<file path="src/rtl/mult_div_unit.sv">
// mult_div_unit: iterative shift-add multiplier / restoring divider owning the HI/LO pair.
module mult_div_unit #(
  parameter int WIDTH = 32
) (
  input  logic             clk,
  input  logic             rst,
  input  logic             start,
  input  logic [5:0]       funct,
  input  logic [WIDTH-1:0] dataIn0,
  input  logic [WIDTH-1:0] dataIn1,
  output logic             busy,
  output logic             done,
  output logic             divByZero,
  output logic [WIDTH-1:0] hi,
  output logic [WIDTH-1:0] lo
);
  localparam int CW = $clog2(WIDTH);
  typedef enum logic [1:0] {IDLE, CALC, FIX} state_t;
  state_t r_state, w_next;
  logic [WIDTH-1:0] r_hi, r_lo, r_a, r_b, r_m;
  logic [CW-1:0] r_cnt;
  logic r_done, r_dbz, r_div, r_sa, r_sb, r_zero;
  logic w_md, w_s0, w_s1, w_last, w_ge;
  logic [WIDTH-1:0] w_abs0, w_abs1, w_sub, w_quo, w_rem;
  logic [WIDTH:0] w_sum, w_shift;
  logic [2*WIDTH-1:0] w_prod, w_res;
  assign w_md   = funct[5:2] == 4'b0110;
  assign w_s0   = ~funct[0] & dataIn0[WIDTH-1];
  assign w_s1   = ~funct[0] & dataIn1[WIDTH-1];
  assign w_abs0 = w_s0 ? -dataIn0 : dataIn0;
  assign w_abs1 = w_s1 ? -dataIn1 : dataIn1;
  assign w_last = r_cnt == CW'(WIDTH - 1);
  // Multiply: add multiplicand into the upper half when the low multiplier bit is set, then shift right.
  assign w_sum   = {1'b0, r_a} + (r_b[0] ? {1'b0, r_m} : '0);
  // Divide: shift next dividend bit into the partial remainder and try subtracting the divisor.
  assign w_shift = {r_a, r_b[WIDTH-1]};
  assign w_ge    = w_shift >= {1'b0, r_m};
  assign w_sub   = w_shift[WIDTH-1:0] - r_m;
  assign w_prod  = (r_sa ^ r_sb) ? -{r_a, r_b} : {r_a, r_b};
  assign w_quo   = (r_sa ^ r_sb) ? -r_b : r_b;
  assign w_rem   = r_sa ? -r_a : r_a;
  assign w_res   = r_div ? {w_rem, w_quo} : w_prod;
  always_comb begin
    w_next = r_state;
    w_next = r_state == IDLE ? ((start && w_md) ? CALC : IDLE) :
             r_state == CALC ? (w_last ? FIX : CALC) : IDLE;
  end
  always_ff @(posedge clk) begin
    if (rst) r_state <= IDLE;
    else r_state <= w_next;
  end
  always_ff @(posedge clk) begin
    if (rst) begin
      r_hi   <= '0;
      r_lo   <= '0;
      r_a    <= '0;
      r_b    <= '0;
      r_m    <= '0;
      r_cnt  <= '0;
      r_done <= 1'b0;
      r_dbz  <= 1'b0;
      r_div  <= 1'b0;
      r_sa   <= 1'b0;
      r_sb   <= 1'b0;
      r_zero <= 1'b0;
    end else begin
      r_done <= 1'b0;
      if (r_state == IDLE && start) begin
        if (w_md) begin
          r_div  <= funct[1];
          r_sa   <= w_s0;
          r_sb   <= w_s1;
          r_zero <= dataIn1 == '0;
          r_a    <= '0;
          r_b    <= funct[1] ? w_abs0 : w_abs1;
          r_m    <= funct[1] ? w_abs1 : w_abs0;
          r_cnt  <= '0;
        end else if (funct == 6'h11) r_hi <= dataIn0;
        else if (funct == 6'h13) r_lo <= dataIn0;
      end else if (r_state == CALC) begin
        r_cnt <= r_cnt + 1'b1;
        if (r_div) begin
          r_a <= w_ge ? w_sub : w_shift[WIDTH-1:0];
          r_b <= {r_b[WIDTH-2:0], w_ge};
        end else {r_a, r_b} <= {w_sum, r_b[WIDTH-1:1]};
      end else if (r_state == FIX) begin
        r_done <= 1'b1;
        r_dbz  <= r_div && r_zero;
        if (!(r_div && r_zero)) {r_hi, r_lo} <= w_res;
      end
    end
  end
  assign busy      = r_state != IDLE;
  assign done      = r_done;
  assign divByZero = r_dbz;
  assign hi        = r_hi;
  assign lo        = r_lo;
endmodule
</file>
<file path="config.mk">
export PLATFORM = sky130hd
export DESIGN_NAME = mult_div_unit
export DESIGN_NICKNAME = d
export VERILOG_FILES = /design/src/rtl/mult_div_unit.sv
export SDC_FILE = /design/constraint.sdc
export NUM_CORES = 1
export LEC_CHECK = 0
export BUFFER_PORTS_ARGS = -buffer_cell sky130_fd_sc_hd__buf_2
export CORE_ASPECT_RATIO = 1.2
export CORE_MARGIN = 8
export CORE_UTILIZATION = 30
export DETAILED_ROUTE_END_ITERATION = 12
export PLACE_DENSITY = 0.56
export SLEW_MARGIN = 20
export SYNTH_ARGS = -nofsm -noshare
export SYNTH_HDL_FRONTEND = slang
export SYNTH_SLANG_ARGS = --single-unit
</file>
<file path="constraint.sdc">
create_clock -name clk -period 3.7 [get_ports clk]
set_clock_uncertainty 0.2 [all_clocks]
set_input_delay 0.74 -clock clk [delete_from_list [all_inputs] [get_ports clk]]
set_output_delay 0.74 -clock clk [all_outputs]
set_load 0.02 [all_outputs]
</file>
==> results_dict.tcl, run 1 <==
set metrics [dict create \
    area_growth_pct 17.8 \
    start_kind "flip-flop" \
    finalInstanceArea_sq_um 17200 \
    cts_made_buffers 17 \
    coreArea_sq_um 48100 \
    reg2reg_depth 10 \
    setup_tns_ns 0 \
    cp.arrival_ns 3.75 \
    drive_above_1_share_pct 15.7 \
    place_congestion 0.988 \
    crit_type "flip-flop to flip-flop" \
    fin_crit_sh_pct 96.8 \
    postRouteAntennaNets 0 \
    setup_ws_ns 0.117 \
    holdPathStages 2 \
    leakagePower_nw 7.03 \
    p_per_area_nw_per_um2 294 \
    place_inst 2794 \
    wl_um 64500 \
    placed_area_sq_um 16600 \
    cap_violations 0 \
    fp.dieW_um 218 \
    clkTransAtPathRegs_ns 0.07 \
    status "finished, final reports clean" \
    r2r_start "r_b[13]$_SDFFE_PP0P_" \
    rsz0062_at_grt "yes" \
    worstReg2RegEnd "hi[27]$_SDFFE_PP0P_" \
    postSynthRegisterBits 173 \
    power_mw 5.07 \
    holdWs_ns 0.252 \
    slew_violations 0 \
    clkSinkCount 173 \
    ir_worst_vdd_uv 346 \
    syn-instance-count 2042 \
    post_cts_buffers 0 \
    synth_nets 2187 \
    yosysWarnings 0 \
    hold_start "hi[19]$_SDFFE_PP0P_" \
    post-route-util_pct 35.8 \
    cts_tree "built" \
    instances_no_fill 2826 \
    grt_pass1_vias 15600 \
    synthArstFlopShare_pct 0 \
    hold_viol_final 0 \
    antenna_found_initial 0 \
    clockBufferDepth 2 \
    start_util_pct 30.4 \
    vias 16000 \
    fmax_mhz 279 \
    die_h_um 258 \
    min_to "hi[19]$_SDFFE_PP0P_" \
    cp.required_ns 3.86 \
    nFillCells 5125 \
    ys_seq_area_share_pct 23.7 \
    slew_headroom_pct 37.8 \
    synthesis.area_sq_um 14600 \
    dp_hpwl_um 51800 \
    drt_iter0_drc 1376 \
    finalSetupViolCount 0 \
    drc 0 \
    crit_chain "or4_4 > nor4_4 > and4bb_2 > buf_4 > nand2_2 > or4_1 > o32ai_2 > xnor2_1 > nor2_1 > o41ai_1" \
    cp_slowest_cell "or4_4" \
    grt_pass1_wl_um 95200 \
    rrSetupSlack_ns 0.12 \
    hp-class "flip-flop to flip-flop" \
    fin_nets 2328 \
    synth_edf_count 0 \
    place_ws_ns 0.00986 \
    tightest_slew_ns 0.933 \
    syn_area_per_cell_sq_um 7.17 \
    num_rows 88 \
    die_area_sq_um 56100 \
    period_minus_slack_ns 3.58 \
    avgRoutedWirePerCell_um 22.8 \
    root_buffer "clkbuf_16" \
    grt-ovfl-total 0 \
    h-tree-depth 4 \
    yosysUniqueCellTypes 79 \
    ctsHoldBuffers 0 \
    vias_per_cell 5.67 \
    grt_start_max_net_pins 91 \
    cp_max_fo 8 \
    port-buffer-count 139 \
    grt_use_total_pct 22.0 \
    worst_path_largest_cell_delay_ns 0.64 \
    clkLatencyLatePin_ns 0.47 \
    firstDrtPassIters 5 \
    synth-main-ff-cell "dfxtp_1" \
    cp-end-kind "flip-flop" \
    ios 140 \
    diodes 0 \
]
==> area by class of cell <==
type / count / area, sq um / area share (%)
multi-input combinational: 1648 / 10400 / 60.3
sequential: 173 / 3460 / 20.1
timing repair buffer: 275 / 1760 / 10.2
tap: 630 / 788 / 4.57
clock buffer: 20 / 447 / 2.59
inverter: 68 / 255 / 1.48
clock inverter: 12 / 128 / 0.740
==> report_power, final <==
group / switching, mW / internal, mW / total, mW
clock: 0.889 / 0.967 / 1.86
sequential: 0.0347 / 1.91 / 1.94
combinational: 0.830 / 0.446 / 1.28
total: 1.75 / 3.32 / 5.07
==> Yosys cell counts (6+ instances only) <==
| master | n | area share (%) |
|---|---|---|
| o21a_1 | 7 | 0.36 |
| nand2_1 | 202 | 5.2 |
| or4_1 | 8 | 0.41 |
| and2_1 | 18 | 0.77 |
| a21o_1 | 37 | 1.9 |
| and3_1 | 10 | 0.43 |
| xnor2_1 | 102 | 6.1 |
| nor4_1 | 20 | 0.85 |
| clkbuf_1 | 132 | 3.4 |
| o21bai_1 | 11 | 0.56 |
| inv_1 | 67 | 1.7 |
| nor2b_1 | 12 | 0.51 |
| ha_1 | 70 | 6.0 |
| o21ai_0 | 109 | 3.7 |
| o22ai_1 | 6 | 0.26 |
| a32o_1 | 7 | 0.48 |
| a211o_1 | 12 | 0.72 |
| buf_1 | 10 | 0.26 |
| nor2_1 | 251 | 6.4 |
| dfxtp_1 | 173 | 24 |
| a21oi_1 | 246 | 8.4 |
| o41ai_1 | 18 | 1.1 |
| o211ai_1 | 49 | 2.5 |
| mux2i_1 | 48 | 3.3 |
| a211oi_1 | 49 | 2.5 |
| a22oi_1 | 18 | 0.92 |
| xor2_1 | 71 | 4.2 |
| a31oi_1 | 56 | 2.4 |
| or3_1 | 6 | 0.26 |
| buf_2 | 9 | 0.31 |
| nand4_1 | 18 | 0.77 |
| nor3_1 | 48 | 1.6 |
| nand3_1 | 23 | 0.79 |
| nand2b_1 | 15 | 0.64 |
| o31ai_1 | 20 | 1.0 |
==> timing repair <==
action | CTS | global route
pin swaps | 0 | 0
endpoints found under the setup margin | 2 | 7
cloned | 0 | 0
resized for setup | 1 | 9
==> layer usage <==
| metal | wire length (um) | part of all wire, % | track usage (%) |
|---|---|---|---|
| met5 | 0 | 0 | 0 |
| met4 | 4880 | 7.6 | 15.2 |
| met3 | 3120 | 4.8 | 2.28 |
| met2 | 31900 | 49 | 38.9 |
| met1 | 24700 | 38 | 24.3 |
==> registers in the layout, indices dropped and copies added, names as in the netlist <==
name       flops
r_m           32
lo            32
r_div          1
r_sb           1
r_state        2
divByZero      1
r_zero         1
hi            32
r_a           32
r_b           32
done           1
r_sa           1
r_cnt          5
==> cells by family after synthesis <==
| kind of cell | Yosys count | share of synthesized area [%] |
|---|---|---|
| compound gates | 690 | 29.8 |
| fa+ha+maj | 72 | 6.26 |
| mux | 50 | 3.44 |
| flops | 173 | 23.7 |
| simple gates | 663 | 20.7 |
| buf+inv | 221 | 5.85 |
| xor+xnor | 173 | 10.4 |
==> worst max-delay path: cells and delay by family (launching register included) <==
| family | cells | cell delay, ns |
|---|---|---|
| XOR/XNOR | 1 | 0.21 |
| AO/OA/AOI/OAI | 2 | 0.52 |
| AND/OR/NAND/NOR | 6 | 1.95 |
| flip-flops | 1 | 0.45 |
| buffers and inverters | 1 | 0.14 |
==> cell usage in the layout (no fill, tap or decap), drive strengths merged, types with 19 or more instances in the layout <==
cell type / netlist / layout
a211oi: 49 / 49
a21o: 37 / 37
a21oi: 247 / 247
a31oi: 56 / 56
buf: 21 / 275
clkbuf: 132 / 20
dfxtp: 173 / 173
ha: 70 / 70
inv: 67 / 73
mux2i: 48 / 48
nand2: 203 / 203
nand3: 23 / 23
nor2: 251 / 251
nor3: 48 / 48
nor4: 22 / 22
o211ai: 49 / 49
o21ai: 112 / 112
o31ai: 22 / 22
o41ai: 19 / 19
xnor2: 102 / 102
xor2: 71 / 71
==> worst max path at each step <==
stage                           end                 start
3_3_place_gp   r_a[10]$_SDFFE_PP0P_  r_m[12]$_SDFFE_PP0P_
2_1_floorplan  r_a[28]$_SDFFE_PP0P_   r_b[0]$_SDFFE_PP0P_
5_1_grt         hi[27]$_SDFFE_PP0P_  r_b[13]$_SDFFE_PP0P_
6_report        hi[27]$_SDFFE_PP0P_  r_b[13]$_SDFFE_PP0P_
3_5_place_dp   r_a[10]$_SDFFE_PP0P_  r_m[12]$_SDFFE_PP0P_
4_1_cts         hi[27]$_SDFFE_PP0P_  r_b[13]$_SDFFE_PP0P_
No activity file was read; power rests on OpenSTA's default activity.
==> run 2, diff against run 1 <==
--- a/config.mk
+++ b/config.mk
@@ -8,9 +8,9 @@
 export BUFFER_PORTS_ARGS = -buffer_cell sky130_fd_sc_hd__buf_2
 export CORE_ASPECT_RATIO = 1.2
 export CORE_MARGIN = 8
-export CORE_UTILIZATION = 30
+export CORE_UTILIZATION = 35
 export DETAILED_ROUTE_END_ITERATION = 12
-export PLACE_DENSITY = 0.56
+export PLACE_DENSITY = 0.62
 export SLEW_MARGIN = 20
 export SYNTH_ARGS = -nofsm -noshare
 export SYNTH_HDL_FRONTEND = slang
==> results_dict.tcl, run 2 (synthesized netlist as in run 1, its figures left out) <==
set metrics [dict create \
    status "finished, final reports clean" \
    h-tree-depth 4 \
    start_util_pct 35.2 \
    p_per_area_nw_per_um2 294 \
    grt_pass1_wl_um 95400 \
    cp_top_family "compound AO/OA/AOI/OAI gates" \
    mostFrequentLayoutCells "nor2_1 (251), a21oi_1 (246), nand2_1 (199)" \
    grt_use_total_pct 25.4 \
    die_area_sq_um 48600 \
    cp_max_fo 8 \
    setup_tns_ns 0 \
    tightest_slew_ns 1.03 \
    clkTransAtPathRegs_ns 0.07 \
    grt-ovfl-total 0 \
    postRouteAntennaNets 0 \
    use_met3_pct 3.05 \
    grt-busiest-layer "met2" \
    cp-end-kind "flip-flop" \
    ctsHoldBuffers 0 \
    vias 16300 \
    worst_path_largest_cell_delay_ns 0.44 \
    wl_um 63900 \
    nFillCells 4416 \
    num_rows 82 \
    finalSetupViolCount 0 \
    clkLatencyLatePin_ns 0.47 \
    vias_per_cell 5.93 \
    fmax_mhz 284 \
    cap_violations 0 \
    cp.arrival_ns 3.67 \
    avgRoutedWirePerCell_um 23.3 \
    drive_above_1_share_pct 15.6 \
    clockBufferDepth 2 \
    grt_start_max_net_pins 91 \
    cts_made_buffers 17 \
    fp.dieW_um 203 \
    slew_violations 0 \
    clkSinkCount 173 \
    place_inst 2714 \
    leakagePower_nw 7.05 \
    firstDrtPassIters 6 \
    instances_no_fill 2746 \
    start_kind "flip-flop" \
    hp-class "flip-flop to flip-flop" \
    period_minus_slack_ns 3.52 \
    dp_hpwl_um 50700 \
    crit_type "flip-flop to flip-flop" \
    drt_iter0_drc 1556 \
    ios 140 \
    fin_crit_sh_pct 95.1 \
    place_congestion 0.996 \
    drc 0 \
    diodes 0 \
    seq_area_sq_um 3460 \
    mostFrequentLayoutCell "nor2_1" \
    die_h_um 240 \
    ir_worst_vdd_uv 273 \
    cp_slowest_cell "dfxtp_1" \
    slew_headroom_pct 30.8 \
    grt_util_met2_pct 43.3 \
    grt_pass1_vias 15800 \
    rsz0062_at_grt "no" \
    port-buffer-count 139 \
    multi_input_area_sq_um 10400 \
    cts_resized 0 \
    crit_chain "ha_1 > a21o_1 > a31oi_1 > o211ai_1 > nor2_1 > buf_4 > o2111ai_1 > a31oi_4 > buf_4 > buf_12 > mux2i_1 > a21oi_1 > a21o_1" \
    cp.required_ns 3.85 \
    antenna_found_initial 1 \
    power_mw 5.04 \
    coreArea_sq_um 41600 \
    cts_tree "built" \
    hold_viol_final 0 \
    grtUsageMet1_pct 28.3 \
    fin_nets 2332 \
    root_buffer "clkbuf_16" \
    critPathBufInv 3 \
    post_cts_buffers 0 \
    area_growth_pct 17.0 \
]
[run 2: per-layer routing]
metal / vias to the layer above / wire [um] / part of all wire, %
met5: - / 9 / 0.014
met4: 2 / 5620 / 8.8
met3: 196 / 3640 / 5.7
met2: 711 / 30500 / 48
met1: 7745 / 24100 / 38
li1: 7641 / - / -
[run 2: power breakdown]
| part | internal, mW | leakage [nW] | switching (mW) |
|---|---|---|---|
| Sequential | 1.91 | 1.40 | 0.0340 |
| Clock | 0.897 | 0.280 | 0.932 |
| Combinational | 0.443 | 5.37 | 0.830 |
| Total | 3.25 | 7.05 | 1.80 |
[run 2: area by class of cell]
type                       instances  area share [%]
multi-input combinational       1648            60.5
sequential                       173            20.2
timing repair buffer             279            10.5
tap                              546            3.99
clock buffer                      17            2.48
inverter                          68            1.49
clock inverter                    15           0.826
[run 2: through the flow]
step / utilization [%] / instance area, sq um / hold slack, ns / worst slack, ns
floorplan: - / 14600 / 0.232 / 0.168
detailed placement: 39.8 / 16600 / 0.240 / 0.194
CTS: 41.2 / 17100 / 0.256 / 0.167
global placement: 39.8 / 16600 / 0.236 / 0.227
finish: 41.2 / 17100 / 0.248 / 0.182
global route: 41.2 / 17100 / 0.272 / 0.00466
[run 2: worst paths after layout]
kind / from / to / slack [ns] / cells past startpoint
min: hi[22]$_SDFFE_PP0P_ / hi[22]$_SDFFE_PP0P_ / 0.25 / 2
min reg2reg: hi[22]$_SDFFE_PP0P_ / hi[22]$_SDFFE_PP0P_ / 0.25 / 2
max reg2reg: r_a[6]$_SDFFE_PP0P_ / r_a[6]$_SDFFE_PP0P_ / 0.18 / 13
max: r_a[6]$_SDFFE_PP0P_ / r_a[6]$_SDFFE_PP0P_ / 0.18 / 13
[run 2: worst min-delay path: cells and delay by family, from the launching register on]
kind / cells / cell delay, ns
DFF: 1 / 0.32
and+or+nand+nor: 1 / 0.04
AOI/OAI and AO/OA: 1 / 0.05
